==> src/rtl/gsc_pulse_gen_pkg.sv <==
// Shared register map, CTRL bit positions and FSM state encoding for the gsc pulse generator.
package gsc_pulse_gen_pkg;

    localparam logic [1:0] GSC_A_HALF = 2'd0;
    localparam logic [1:0] GSC_A_CTRL = 2'd1;
    localparam logic [1:0] GSC_A_BCNT = 2'd2;

    localparam int GSC_CTRL_RUN   = 0;
    localparam int GSC_CTRL_BURST = 12;

    typedef enum logic [1:0] {
        ST_IDLE      = 2'd0,
        ST_RUN_FREE  = 2'd1,
        ST_RUN_BURST = 2'd2
    } gscState_e;

endpackage

==> src/rtl/gsc_sync_edge.sv <==
// N-flop synchronizer with a rising-edge pulse on the synchronized output.
// Compiled only when GSC_PULSE_SYNC_EN is defined (its sole user is the ext_sync path).
`ifdef GSC_PULSE_SYNC_EN
module gsc_sync_edge #(
    parameter int STAGES = 2
) (
    input  logic clk,
    input  logic reset_n,
    input  logic async_i,
    output logic rise_o
);

    logic [STAGES-1:0] chain_q;
    logic              prev_q;
    logic              syncOut;

    assign syncOut = chain_q[STAGES-1];
    assign rise_o  = syncOut & ~prev_q;

    always_ff @(posedge clk or negedge reset_n) begin
        if (!reset_n) begin
            chain_q <= '0;
            prev_q  <= 1'b0;
        end else begin
            chain_q <= {chain_q[STAGES-2:0], async_i};
            prev_q  <= syncOut;
        end
    end

endmodule
`endif

==> src/rtl/gsc_pulse_gen.sv <==
// Programmable square-wave / burst generator for the gsc "gen" pin, fed by decoded SPI writes.
// Optional GSC_PULSE_SYNC_EN adds the ext_sync phase-restart input and its synchronizer.
module gsc_pulse_gen
    import gsc_pulse_gen_pkg::*;
#(
    parameter int            CW       = 16,
    parameter logic [CW-1:0] HALF_RST = CW'(1)
`ifdef GSC_PULSE_SYNC_EN
    ,
    parameter int            SYNC_STAGES = 2
`endif
) (
    input  logic          clk,
    input  logic          reset_n,
    input  logic          wr_stb,
    input  logic [1:0]    wr_addr,
    input  logic [CW-1:0] wr_data,
`ifdef GSC_PULSE_SYNC_EN
    input  logic          ext_sync,
`endif
    output logic          gen,
    output logic          busy,
    output logic          done
);

    gscState_e     state_q, state_d;
    logic [CW-1:0] cnt_q, cnt_d;
    logic [CW-1:0] edgeCnt_q, edgeCnt_d;
    logic [CW-1:0] halfReg_q, halfReg_d;
    logic [CW-1:0] halfAct_q, halfAct_d;
    logic [CW-1:0] bcnt_q, bcnt_d;
    logic          gen_q, gen_d;
    logic          done_q, done_d;
    logic [CW-1:0] termCnt;
    logic          ctrlWr;
    logic          syncRise;

`ifdef GSC_PULSE_SYNC_EN
    gsc_sync_edge #(
        .STAGES (SYNC_STAGES)
    ) u_sync_edge (
        .clk     (clk),
        .reset_n (reset_n),
        .async_i (ext_sync),
        .rise_o  (syncRise)
    );
`else
    assign syncRise = 1'b0;
`endif

    // halfAct_q is the shadow copy in use; HALF writes only reach it at a toggle boundary.
    assign termCnt = (halfAct_q == '0) ? '0 : halfAct_q - 1'b1;
    assign ctrlWr  = wr_stb && (wr_addr == GSC_A_CTRL);

    always_ff @(posedge clk or negedge reset_n) begin
        if (!reset_n) begin
            state_q   <= ST_IDLE;
            cnt_q     <= '0;
            edgeCnt_q <= '0;
            halfReg_q <= HALF_RST;
            halfAct_q <= HALF_RST;
            bcnt_q    <= '0;
            gen_q     <= 1'b0;
            done_q    <= 1'b0;
        end else begin
            state_q   <= state_d;
            cnt_q     <= cnt_d;
            edgeCnt_q <= edgeCnt_d;
            halfReg_q <= halfReg_d;
            halfAct_q <= halfAct_d;
            bcnt_q    <= bcnt_d;
            gen_q     <= gen_d;
            done_q    <= done_d;
        end
    end

    always_comb begin
        state_d   = state_q;
        cnt_d     = cnt_q;
        edgeCnt_d = edgeCnt_q;
        halfReg_d = halfReg_q;
        halfAct_d = halfAct_q;
        bcnt_d    = bcnt_q;
        gen_d     = gen_q;
        done_d    = 1'b0;

        if (wr_stb && (wr_addr == GSC_A_HALF)) halfReg_d = wr_data;
        if (wr_stb && (wr_addr == GSC_A_BCNT)) bcnt_d = wr_data;

        case (state_q)
            ST_IDLE: begin
                cnt_d     = '0;
                edgeCnt_d = '0;
                gen_d     = 1'b0;
                halfAct_d = halfReg_q;
            end
            ST_RUN_FREE, ST_RUN_BURST: begin
                if (syncRise) begin
                    cnt_d     = '0;
                    gen_d     = 1'b0;
                    halfAct_d = halfReg_q;
                end else if (cnt_q == termCnt) begin
                    cnt_d     = '0;
                    gen_d     = ~gen_q;
                    halfAct_d = halfReg_q;
                    if (!gen_q) begin
                        edgeCnt_d = edgeCnt_q + 1'b1;
                    end else if ((state_q == ST_RUN_BURST) && (edgeCnt_q >= bcnt_q)) begin
                        state_d = ST_IDLE;
                        done_d  = 1'b1;
                    end
                end else begin
                    cnt_d = cnt_q + 1'b1;
                end
            end
            default: state_d = ST_IDLE;
        endcase

        // Any CTRL write restarts the phase; an empty burst completes without ever running.
        if (ctrlWr) begin
            cnt_d     = '0;
            edgeCnt_d = '0;
            gen_d     = 1'b0;
            halfAct_d = halfReg_q;
            done_d    = 1'b0;
            if (!wr_data[GSC_CTRL_RUN]) begin
                state_d = ST_IDLE;
            end else if (wr_data[GSC_CTRL_BURST]) begin
                if (bcnt_q == '0) begin
                    state_d = ST_IDLE;
                    done_d  = 1'b1;
                end else begin
                    state_d = ST_RUN_BURST;
                end
            end else begin
                state_d = ST_RUN_FREE;
            end
        end
    end

    assign gen  = gen_q;
    assign busy = (state_q != ST_IDLE);
    assign done = done_q;

endmodule

==> config.mk <==
export PLATFORM = sky130hd
export DESIGN_NAME = gsc_pulse_gen
export DESIGN_NICKNAME = d
export VERILOG_FILES = /design/src/rtl/gsc_pulse_gen_pkg.sv /design/src/rtl/gsc_sync_edge.sv /design/src/rtl/gsc_pulse_gen.sv
export SDC_FILE = /design/constraint.sdc
export NUM_CORES = 1
export LEC_CHECK = 0
export ABC_AREA = 1
export CAP_MARGIN = 10
export CORE_MARGIN = 5
export CORE_UTILIZATION = 50
export DETAILED_ROUTE_END_ITERATION = 8
export MAX_ROUTING_LAYER = met4
export PLACE_DENSITY = 0.71
export SYNTH_ARGS = -nofsm -noshare
export SYNTH_HDL_FRONTEND = slang
export SYNTH_SLANG_ARGS = --single-unit
==> constraint.sdc <==
create_clock -name clk -period 5.4 [get_ports clk]
set_input_delay 0.81 -clock clk [delete_from_list [all_inputs] [get_ports clk]]
set_output_delay 0.81 -clock clk [all_outputs]
set_load 0.005 [all_outputs]
==> run summary <==
Outcome - completed
Final Hold Viols - 0
Final setup TNS - 0 ps
Largest net degree at the start of global routing - 85
Type of origin of the critical path - flip-flop
Post_cts resized - 0
DRT Pass-1 Iters - 6
I/O pin count - 24
TritonCTS clock tree - built
Core Box Area - 0.0102 sq mm
Max Freq - 297 MHz
Worst slew margin - 0.292
Grt peak-use layer - met2
Global Route met1 Usage - 0.282
Routed Antenna Nets - 0
Total grt overflow - 0
Vias in the first global route - 4356
Worst-path clk slew - 90 ps
Slew @ Worst Pin - 1060 ps
Final core utilization - 0.558
Cts hold-fix bufs - 0
Layout net count - 762
P_leak - 2.79 nW
FP Rows - 37
Dominant synthesized flop cell - dfrtp_1
Synthesized cell area - 0.00521 sq mm
Clock insertion delay at the later pin of the skew report - 360 ps
Initial antenna violation count - 0
Pwr Density - 421 mW/mm^2
RSZ-0062 raised after global routing - no
Worst Hold Class - reg -> reg
First-pass GRT wire length - 21200 microns
EDFF count, synth - 0
Mapped Nets - 748
Crit path time final - 3370 ps
DRC - 0
Setup CP Type - reg -> reg
Initial core utilization - 0.509
R2R Setup Slk - 2030 ps
Cts bufs inserted - 9
Critical path data arrival time - 3610 ps
CTS H-Tree Depth - 3
Placed cell area - 0.00548 sq mm
Crit. End Element - flip-flop
Design area - 0.00571 sq mm
Commonest non-fill, non-tap cells in the layout - nand2_1 (212), inv_1 (87), dfrtp_1 (82)
Antenna diodes - 0
Area growth from synthesis to layout - 9.61%
Cell accounting for the most synthesized area - dfrtp_1
Clock Skews - 10.8 ps
IO buf count - 23
Max cap viols - 0
All-Layer GR Usage - 0.212
Initial DRC count - 356
Vias per cell - 5.32
Period utilization - 0.624
Synth Instances - 706
Synth cell types - 31
Final wirelength - 12500 microns
Root buf cell - clkbuf_8
DR vias - 4583
Highest net fanout along the worst path - 51
Share of the yosys chip area belonging to registers - 0.404
Hold path cells - 2
Grt met2 use - 0.338
Drt wl/cell - 14.5 microns
Yosys warning total - 0
Share of cells above drive strength 1 - 0.0538
Total Power - 2.41 mW
Setup Viol. Count Final - 0
Peak supply drop - 218 uV
Yosys reg bits - 84
Hpwl dp - 9360 microns
Worst reg-to-reg path cell count - 16
Fill cells - 977
Crit path required time - 5640 ps
Area contributors post-synth - dfrtp_1 (39%), nand2_1 (15%), nand3_1 (7.1%)
Avg Cell Area, Syn - 7.38 sq um
Post-synth top area share - 0.394
Gpl congestion - 1.00
Clk buf depth - 2
Fraction of registers with async set/reset - 1.00
Die area - 0.0126 sq mm
Slew Viols, Final - 0
Clk sink count - 84
Commonest non-fill, non-tap cell in the layout - nand2_1
Post-CTS setup repair buffer count - 0
Die height - 112 microns
Die W - 112 microns
Met3 capacity usage during global routing - 0.0183
cells by family after synthesis:
| logic type | synth area share |
|---|---|
| DFF | 0.404 |
| buffers and inverters | 0.0908 |
| and+or+nand+nor | 0.328 |
| xor gates and xnor gates | 0.0336 |
| adders and majority gates | 0.0504 |
| AOI/OAI and AO/OA | 0.0932 |
layer usage:
metal	vias to the layer above	share of wire
met1	2143	0.45
met2	94	0.49
met4	0	0.023
met5	-	0
li1	2323	-
met3	23	0.035
registers in the layout (all words and copies together), names as in the netlist:
signal and flops:
bcnt_q 16, cnt_q 16, edgeCnt_q 16, halfAct_q 16, halfReg_q 16, state_q 2
done 1, gen 1
area by class of cell:
class                      count  area [sq um]  share of cell area
clock buffer                  10           138              0.0241
clock inverter                 6          96.3              0.0169
inverter                      89           334              0.0585
multi-input combinational    512          2630               0.461
sequential                    84          2100               0.369
tap                          136           170              0.0298
timing repair buffer          24           235              0.0412
per-stage QoR:
stage	hold slack [ps]	instances	worst slack, ps
6_report	483	861	2030
5_1_grt	505	861	1720
4_1_cts	484	861	2020
3_5_place_dp	457	845	1770
3_3_place_gp	454	845	1910
2_1_floorplan	442	706	3070
power by group:
group | internal [mW] | switching (mW)
combinational | 0.323 | 0.701
sequential | 0.742 | 0.117
clock | 0.278 | 0.245
total | 1.34 | 1.06
cells in the mapped netlist, drive strengths merged, types with 2 or more instances:
cell type	count
a21oi	16
buf	10
clkbuf	11
clkinv	2
dfrtp	82
dfstp	2
ha	21
inv	87
nand2	216
nand3	76
nand3b	2
nand4	24
nor2	58
nor3	10
nor4	5
o21ai	42
o21bai	5
o22ai	14
xnor2	4
xor2	16
worst max-delay path: stages (launching register included):
cell	delay, ps
dfstp_2	550
inv_1	90
ha_1	280
nand2_1	170
nor2_1	80
nand2_2	380
nand3_1	250
nand2_1	130
nand2_1	50
inv_1	50
nand3_1	50
nor2_1	110
nand3_2	140
nand2_4	490
nand2_4	240
nand2_1	120
nand2_1	50
path summary, 6_finish.rpt:
check / from / to
worst max-delay path: halfAct_q[0] / edgeCnt_q[11]
worst min-delay path: halfAct_q[1] / halfAct_q[1]
worst max register to register: halfAct_q[0] / edgeCnt_q[11]
worst min register to register: halfAct_q[1] / halfAct_q[1]
max in group asynchronous: reset_n / bcnt_q[12]
min in group asynchronous: reset_n / cnt_q[7]
No activity file was read; power rests on OpenSTA's default activity.
